File: src/rtl/toggle_pkg.sv
// Shared types and defaults for the pushbutton-to-toggle-pulse front end.
package toggle_pkg;

    typedef enum logic [1:0] {
        IDLE        = 2'd0,
        DEB_PRESS   = 2'd1,
        PRESSED     = 2'd2,
        DEB_RELEASE = 2'd3
    } state_t;

    localparam int DEF_DEBOUNCE_CYCLES = 1000;
    localparam int DEF_REPEAT_CYCLES   = 50000;

endpackage

File: src/rtl/btn_sync.sv
// Multi-flop synchroniser bringing the raw button level into the clk domain.
module btn_sync #(
    parameter int SYNC_STAGES = 2
) (
    input  logic clk,
    input  logic reset,
    input  logic d,
    output logic q
);

    logic [SYNC_STAGES-1:0] chain;

    always_ff @(posedge clk or posedge reset) begin
        if (reset) chain <= '0;
        else       chain <= {chain[SYNC_STAGES-2:0], d};
    end

    assign q = chain[SYNC_STAGES-1];

endmodule

File: src/rtl/toggle_debounce.sv
// Debounces a bouncy pushbutton and emits single-cycle t pulses,
// with optional auto-repeat while held and a running pulse count.
module toggle_debounce
    import toggle_pkg::*;
#(
    parameter int SYNC_STAGES     = 2,
    parameter int DEBOUNCE_CYCLES = DEF_DEBOUNCE_CYCLES,
    parameter int REPEAT_CYCLES   = DEF_REPEAT_CYCLES,
    parameter int CNT_W           = 16,
    parameter int PCNT_W          = 8
) (
    input  logic              clk,
    input  logic              reset,
    input  logic              btn_in,
    input  logic              enable,
    input  logic              repeat_en,
    output logic              t,
    output logic              btn_stable,
    output logic [PCNT_W-1:0] pulse_cnt
);

    localparam logic [CNT_W-1:0] DEB_LAST = CNT_W'(DEBOUNCE_CYCLES - 1);
    localparam logic [CNT_W-1:0] RPT_LAST = CNT_W'(REPEAT_CYCLES - 1);

    state_t           state, state_n;
    logic [CNT_W-1:0] cnt, cnt_n;
    logic [CNT_W-1:0] rpt_cnt, rpt_n;
    logic             btn_s;
    logic             stable_n;
    logic             fire;

    btn_sync #(.SYNC_STAGES(SYNC_STAGES)) u_sync (
        .clk   (clk),
        .reset (reset),
        .d     (btn_in),
        .q     (btn_s)
    );

    always_ff @(posedge clk or posedge reset) begin
        if (reset) begin
            state   <= IDLE;
            cnt     <= '0;
            rpt_cnt <= '0;
        end else begin
            state   <= state_n;
            cnt     <= cnt_n;
            rpt_cnt <= rpt_n;
        end
    end

    always_comb begin
        state_n  = state;
        cnt_n    = cnt;
        rpt_n    = rpt_cnt;
        stable_n = btn_stable;
        fire     = 1'b0;
        unique case (state)
            IDLE: begin
                stable_n = 1'b0;
                if (btn_s) begin
                    state_n = DEB_PRESS;
                    cnt_n   = '0;
                end
            end
            DEB_PRESS: begin
                if (!btn_s) begin
                    state_n = IDLE;
                end else if (cnt == DEB_LAST) begin
                    state_n  = PRESSED;
                    stable_n = 1'b1;
                    rpt_n    = '0;
                    fire     = 1'b1;
                end else begin
                    cnt_n = cnt + 1'b1;
                end
            end
            PRESSED: begin
                if (!btn_s) begin
                    state_n = DEB_RELEASE;
                    cnt_n   = '0;
                end else if (!repeat_en) begin
                    rpt_n = '0;
                end else if (rpt_cnt == RPT_LAST) begin
                    fire  = 1'b1;
                    rpt_n = '0;
                end else begin
                    rpt_n = rpt_cnt + 1'b1;
                end
            end
            DEB_RELEASE: begin
                // A bounce back high returns to the held state silently.
                if (btn_s) begin
                    state_n = PRESSED;
                    rpt_n   = '0;
                end else if (cnt == DEB_LAST) begin
                    state_n  = IDLE;
                    stable_n = 1'b0;
                end else begin
                    cnt_n = cnt + 1'b1;
                end
            end
            default: state_n = IDLE;
        endcase
    end

    always_ff @(posedge clk or posedge reset) begin
        if (reset) begin
            t          <= 1'b0;
            btn_stable <= 1'b0;
            pulse_cnt  <= '0;
        end else begin
            t          <= fire & enable;
            btn_stable <= stable_n;
            if (fire && enable) pulse_cnt <= pulse_cnt + 1'b1;
        end
    end

endmodule

File: config.mk
export PLATFORM = sky130hd
export DESIGN_NAME = toggle_debounce
export DESIGN_NICKNAME = d
export VERILOG_FILES = /design/src/rtl/toggle_pkg.sv /design/src/rtl/btn_sync.sv /design/src/rtl/toggle_debounce.sv
export SDC_FILE = /design/constraint.sdc
export NUM_CORES = 1
export LEC_CHECK = 0
export ABC_AREA = 1
export ABC_CLOCK_PERIOD_IN_PS = 1650
export BUFFER_PORTS_ARGS = -buffer_cell sky130_fd_sc_hd__buf_2
export CAP_MARGIN = 5
export CORE_MARGIN = 2
export CORE_UTILIZATION = 25
export CTS_CLUSTER_SIZE = 30
export DETAILED_ROUTE_END_ITERATION = 10
export PLACE_DENSITY = 0.45
export SKIP_LAST_GASP = 1
export SYNTH_ARGS = -nofsm -noshare
export SYNTH_HDL_FRONTEND = slang
export SYNTH_SLANG_ARGS = --single-unit
export TNS_END_PERCENT = 100
File: constraint.sdc
create_clock -name clk -period 1.65 [get_ports clk]
set_input_delay 0.0825 -clock clk [delete_from_list [all_inputs] [get_ports clk]]
set_output_delay 0.0825 -clock clk [all_outputs]
set_load 0.01 [all_outputs]
==> flow_metrics.tcl, run 1 <==
set metrics [dict create \
    path_clk_slew_ns 0.06 \
    fraction_of_power_consumed_by_the_clock_network_pct 27.8 \
    worst_r2r_startpoint "state[0]" \
    report.final.hold_viol_count 0 \
    detailed_place_hpwl_mm 6.08 \
    clk_path_buf_depth 2 \
    endpoint_kind "flop" \
    placed_cells 640 \
    antenna_found_initial 0 \
    io_buffer_count 14 \
    fin_crit_sh_pct 102 \
    clk_latency_ns 0.29 \
    power_uw 4870 \
    min_delay_path_depth 3 \
    grtUsageTotal_pct 13.0 \
    filler_free_cell_count_of_the_finished_design 657 \
    fp.dieH_um 114 \
    postRouteWirelength_mm 8.22 \
    r2r_setup_slack_ns -0.03 \
    cts_tree "built" \
    run_status "finished, violations left" \
    timing.hold.worst.class "in2reg" \
    fp.dieArea_um2 13000 \
    fraction_of_final_layout_cells_sized_beyond_drive_strength_1_pct 26.3 \
    core.rowCount 40 \
    critPathMaxFanout 6 \
    ys_top_cells_by_area "sky130_fd_sc_hd__dfrtp_1 (38%), sky130_fd_sc_hd__nand2_1 (15%), sky130_fd_sc_hd__nand3_1 (7.6%), sky130_fd_sc_hd__nor2_1 (7.1%), sky130_fd_sc_hd__nand4_1 (5.4%)" \
    grt_pass1_vias 2742 \
    core_area_um2 11900 \
    power.ir.vdd_worst_uv 763 \
    cts_buffer_count 5 \
    finalWorstSetupSlack_ns -0.0293 \
    die-width_um 114 \
    worstSetupPathType "reg2reg" \
    internal_power_uw 3120 \
    yosysMostFrequentCell "sky130_fd_sc_hd__nand2_1" \
    yosys.cell_types.count 29 \
    num_antenna_cells 0 \
    cts-root-buf "sky130_fd_sc_hd__clkbuf_16" \
    synthesis.yosys.warnings 0 \
    worstRegToRegCells 12 \
    r2r_path_end "cnt[9]" \
    synthArstFlopShare_pct 100 \
    worst_slew_pin_slew_ns 0.553 \
    cts_num_sinks 46 \
    grt_first_pass_wirelength_mm 13.6 \
    report.final.slew_viol_count 0 \
    total_leakage_power_uw 0.00193 \
    ys_ff_latch 46 \
    dr.pass1.iters 4 \
    final_antenna_net_count 0 \
    post-route-drc-count 0 \
    power.density_nw_per_um2 1190 \
    setup_viol 4 \
    clock-skew-final_ns 0.00715 \
    synth-edff-count 0 \
    maxCapViolCount 0 \
    timing.max_slew.rel_slack_pct 63.1 \
    largest_net_degree_at_the_start_of_global_routing 22 \
    synth_seq_area_share_pct 38.1 \
    num_vias 2991 \
    post_detailed_placement_cell_area_um2 3690 \
    wire_per_inst_um 12.5 \
    period_needed_ns 1.68 \
    fmax_ghz 0.595 \
    synth_cells 433 \
    setup_tns_ns -0.0495 \
    most_frequent_cells_after_synthesis "sky130_fd_sc_hd__nand2_1 (124), sky130_fd_sc_hd__nor2_1 (57), sky130_fd_sc_hd__dfrtp_1 (46), sky130_fd_sc_hd__nand3_1 (46), sky130_fd_sc_hd__inv_1 (41)" \
    final_nets 523 \
    gp_congestion 0.840 \
    h-tree-depth 2 \
    violations "negative setup slack" \
    min_to "t" \
    crit_path_start_kind "flop" \
    ys_dominant_reg_cell "sky130_fd_sc_hd__dfrtp_1" \
    switching_power_uw 1750 \
    vias_per_cell 4.55 \
    worst-endpoint-required_ns 1.87 \
    floorplan.initialDensity_pct 25.3 \
    finalHoldWorstSlack_ns 0.140 \
    worst_ep_arrival_time_ns 1.90 \
    design_area_um2 4090 \
    worstHoldStart "enable" \
    io_pins 15 \
    areaGrowthSynthToFinish_pct 35.3 \
    power.share.sequential_pct 26.3 \
    global_route.overflow_total 0 \
    yosys.area.top_type_share_pct 38.1 \
    synth.net_count 447 \
    p_sw_share_pct 35.9 \
    detailedRoute.firstIterationViolations 129 \
    netlist_area_um2 3020 \
    p_comb_share_pct 45.9 \
    rsz_0062_raised_after_global_routing "true" \
    netlist.top_cell.by_area "sky130_fd_sc_hd__dfrtp_1" \
    postSynthAreaPerCell_um2 6.97 \
]
==> logic make-up after synthesis <==
logic type      Yosys count  synth area share [%]
simple gates            276                  40.7
xor+xnor                  8                  2.32
flops                    46                  38.1
buf+inv                  55                  7.63
fa+ha+maj                 9                  3.73
compound gates           39                  7.54
==> timing repair <==
| action | CTS | global route |
|---|---|---|
| pin swaps | 1 | 12 |
| endpoints found under the hold margin | 20 | 0 |
| cloned | 0 | 1 |
| buffers inserted | 0 | 6 |
| resized for setup | 2 | 32 |
| setup endpoints to repair | 11 | 40 |
| hold buffers | 2 | 0 |
==> layout make-up <==
| type | count | area [µm²] |
|---|---|---|
| Inverter | 46 | 175 |
| Multi-Input combinational cell | 332 | 1760 |
| Sequential cell | 46 | 1150 |
| Timing Repair Buffer | 78 | 614 |
| Clock inverter | 2 | 60.1 |
| Tap cell | 147 | 184 |
| Clock buffer | 6 | 139 |
| Fill cell | 1313 | 7830 |
==> worst max-delay path, stage by stage, from the launching register on <==
cell,delay [ns]
sky130_fd_sc_hd__dfrtp_2,0.40
sky130_fd_sc_hd__inv_4,0.06
sky130_fd_sc_hd__ha_4,0.16
sky130_fd_sc_hd__inv_2,0.05
sky130_fd_sc_hd__nand2_2,0.05
sky130_fd_sc_hd__o21ai_2,0.08
sky130_fd_sc_hd__nand2_1,0.08
sky130_fd_sc_hd__nor2_2,0.15
sky130_fd_sc_hd__nand2_2,0.09
sky130_fd_sc_hd__nand2_4,0.13
sky130_fd_sc_hd__buf_12,0.13
sky130_fd_sc_hd__nand3_2,0.07
sky130_fd_sc_hd__a21oi_2,0.14
==> flip-flops by register name, indices dropped and copies added, names as in the netlist, named ones only <==
name,cells
btn_stable,1
cnt,16
pulse_cnt,8
u_sync.chain,2
rpt_cnt,16
state,1
t,1
==> layout by cell type (no fill, tap or decap), drive strengths merged, types with 3 or more instances in the layout <==
| master | n |
|---|---|
| nand2 | 129 |
| buf | 75 |
| nor2 | 62 |
| dfrtp | 46 |
| nand3 | 46 |
| inv | 44 |
| o21ai | 28 |
| nand4 | 26 |
| ha | 9 |
| nor3 | 8 |
| clkbuf | 7 |
| o21bai | 6 |
| xor2 | 6 |
| a21oi | 4 |
| or2 | 3 |
==> metal layers <==
metal	GRT usage, %	up-vias	share of wire [%]
li1	-	1564	-
met1	18.4	1386	50
met2	20.5	34	46
met3	1.97	7	2.1
met4	4.15	0	1.3
met5	0	-	0
==> worst max path at each step <==
stage          slack, ns  endpoint     start
2_1_floorplan      -0.06    cnt[4]  state[0]
3_3_place_gp       0.006    cnt[6]      flop
3_5_place_dp       -0.03    cnt[6]      flop
4_1_cts            0.002    cnt[9]      flop
5_1_grt            -0.11    cnt[9]      flop
6_report           -0.03    cnt[9]  state[0]
==> metrics by stage <==
step / util (%) / setup WS [ns]
after floorplan: - / -0.0583
final: 34.3 / -0.0293
after CTS: 32.9 / 0.00197
after detailed placement: 31.0 / -0.0332
after global placement: 31.0 / 0.00632
after global routing: 34.3 / -0.112
==> power by group through the flow <==
| stage | logic [µW] | clock network [µW] | registers [µW] |
|---|---|---|---|
| global placement | 1930 | 0 | 1290 |
| finish | 2230 | 1360 | 1280 |
| floorplan | 1120 | 0 | 1310 |
| CTS | 1970 | 1410 | 1270 |
| detailed placement | 1940 | 0 | 1290 |
| global route | 2450 | 1450 | 1290 |
Note: power is estimated with default switching activity, not from simulation.
==> run 2: changes to the inputs <==
- CORE_UTILIZATION: 25 -> 40
- PLACE_DENSITY: 0.45 -> 0.62
- SKIP_CTS_REPAIR_TIMING: unset -> 1
==> run 2 against run 1 <==
The run still ends with negative setup slack left. Sequential power about the same. Worst setup slack improved by 0.016 ns. Clock power shrank 46%. Via count rose by 2.0%. Sequential share of layout area increased by 1.5 points. Global-route usage increased by 5.3 points. Wire length decreased by 8.7%. Maximum frequency grew 0.99%. Clock skew is 0.0042 ns higher.
==> flow_metrics.tcl, run 2 (synthesized netlist as in run 1, its figures left out) <==
set metrics [dict create \
    switching_power_uw 1690 \
    detailedRoute.firstIterationViolations 155 \
    power.density_nw_per_um2 1070 \
    grt_first_pass_wirelength_mm 12.6 \
    layout.cells.most_common "sky130_fd_sc_hd__nand2_1" \
    endpoint_kind "flop" \
    final_antenna_net_count 0 \
    total_leakage_power_uw 0.00185 \
    violations "negative setup slack" \
    timing.max_slew.rel_slack_pct 66.5 \
    worstSetupPathType "reg2reg" \
    fp.dieArea_um2 8260 \
    detailed_place_hpwl_mm 5.55 \
    die-width_um 90.9 \
    finalWorstSetupSlack_ns -0.0129 \
    clock-skew-final_ns 0.0113 \
    io_buffer_count 14 \
    report.final.hold_viol_count 0 \
    cts_buffer_count 5 \
    met2_global_route_usage_pct 30.7 \
    global_route.overflow_total 0 \
    wire_per_inst_um 12.5 \
    final_util_pct 53.2 \
    areaGrowthSynthToFinish_pct 28.6 \
    fraction_of_power_consumed_by_the_clock_network_pct 17.7 \
    cts_num_sinks 46 \
    clk_path_buf_depth 2 \
    fraction_of_final_layout_cells_sized_beyond_drive_strength_1_pct 25.3 \
    worst-endpoint-required_ns 1.84 \
    floorplan.initialDensity_pct 41.4 \
    core.rowCount 31 \
    cts_tree "built" \
    final_cell_mix "sky130_fd_sc_hd__nand2_1 (119), sky130_fd_sc_hd__nor2_1 (50), sky130_fd_sc_hd__buf_4 (45), sky130_fd_sc_hd__dfrtp_1 (44), sky130_fd_sc_hd__nand3_1 (40)" \
    grt-busiest-layer "met2" \
    p_sw_share_pct 40.6 \
    worst_slew_pin_slew_ns 0.502 \
    crit_path_start_kind "flop" \
    antenna_found_initial 0 \
    gr-usage-met1_pct 25.4 \
    dr.pass1.iters 5 \
    critPathMaxFanout 7 \
    top_regs "cnt x16, rpt_cnt x16, pulse_cnt x8" \
    fin_crit_sh_pct 101 \
    timing.hold.worst.class "in2reg" \
    p_comb_share_pct 50.9 \
    grtUsageTotal_pct 18.3 \
    post-route-drc-count 0 \
    global_route.usage.met3_pct 2.50 \
    filler_cell_count 741 \
    num_antenna_cells 0 \
    fp.dieH_um 90.9 \
    cts-root-buf "sky130_fd_sc_hd__clkbuf_8" \
    h-tree-depth 2 \
    seqCellArea_um2 1150 \
    multiInputGateArea_um2 1790 \
    fmax_ghz 0.601 \
    maxCapViolCount 0 \
    power.ir.vdd_worst_uv 838 \
    clk_latency_ns 0.30 \
    power.share.sequential_pct 31.4 \
    vias_per_cell 5.07 \
    io_pins 15 \
    path_clk_slew_ns 0.09 \
    period_needed_ns 1.66 \
    core_area_um2 7290 \
    num_vias 3050 \
    internal_power_uw 2470 \
    report.final.slew_viol_count 0 \
    largest_net_degree_at_the_start_of_global_routing 25 \
    final_nets 515 \
    gp_congestion 0.904 \
    setup_viol 1 \
    worst_ep_arrival_time_ns 1.85 \
    rsz_0062_raised_after_global_routing "true" \
    grt_pass1_vias 2774 \
    power_uw 4160 \
    postRouteWirelength_mm 7.51 \
    run_status "finished, violations left" \
]
run 2: cell count changes in the layout (fill, tap and decap cells not counted), sizes merged:
cell | before | now
buf | 75 | 67
bufinv | 2 | 0
clkinv | 2 | 3
nand2 | 129 | 130
run 2: layout make-up:
| cell class | count | share of cell area (%) |
|---|---|---|
| timing repair buffer | 69 | 14.1 |
| clock buffer | 7 | 2.22 |
| multi-input combinational | 333 | 46.1 |
| clock inverter | 1 | 0.129 |
| sequential | 46 | 29.7 |
| tap | 99 | 3.19 |
| inverter | 46 | 4.51 |
run 2: final timing paths:
| kind | end | slack [ns] | cells after the start | from |
|---|---|---|---|---|
| setup / recovery | cnt[6] | -0.01 | 10 | flop |
| hold / removal | pulse_cnt[0] | 0.13 | 3 | enable |
| setup reg to reg | cnt[6] | -0.01 | 10 | flop |
| hold reg to reg | u_sync.chain[1] | 0.36 | 0 | u_sync.chain[0] |
| max in group asynchronous | cnt[6] | 0.78 | 4 | reset |
| min in group asynchronous | pulse_cnt[6] | 0.35 | 3 | reset |
run 2: worst max-delay path, cell delays in order, from the launching register on:
cell and delay [ns]:
sky130_fd_sc_hd__dfrtp_2 0.45, sky130_fd_sc_hd__buf_6 0.13, sky130_fd_sc_hd__ha_2 0.19, sky130_fd_sc_hd__nand2_1 0.07
sky130_fd_sc_hd__inv_1 0.07, sky130_fd_sc_hd__nor2_4 0.16, sky130_fd_sc_hd__nand2_4 0.08, sky130_fd_sc_hd__nand2_4 0.11
sky130_fd_sc_hd__inv_2 0.09, sky130_fd_sc_hd__nor3_1 0.14, sky130_fd_sc_hd__nor2_1 0.06
run 2: power by group through the flow:
stage	clock, µW	sequential (µW)	combinational (µW)
after floorplan	0	1310	1120
after global placement	0	1300	1800
after detailed placement	0	1300	1820
after CTS	757	1280	1830
after global routing	800	1320	2320
final	738	1310	2120
run 2: metrics by stage:
step	setup WS, ns	setup TNS, ns	cell area [µm²]	std cells	hold WS (ns)
global placement	-0.0270	-0.106	3570	583	0.135
finish	-0.0129	-0.0129	3880	601	0.128
global route	-0.117	-1.21	3880	601	0.154
CTS	-0.132	-1.03	3660	591	-0.193
floorplan	-0.0583	-0.567	3060	433	0.114
detailed placement	-0.120	-0.706	3570	583	0.137
run 2: metal layers:
layer	share of wire (%)	wire length, µm
met1	48	3620
met3	3.8	283
met2	47	3560
met4	0.67	50
met5	0	0
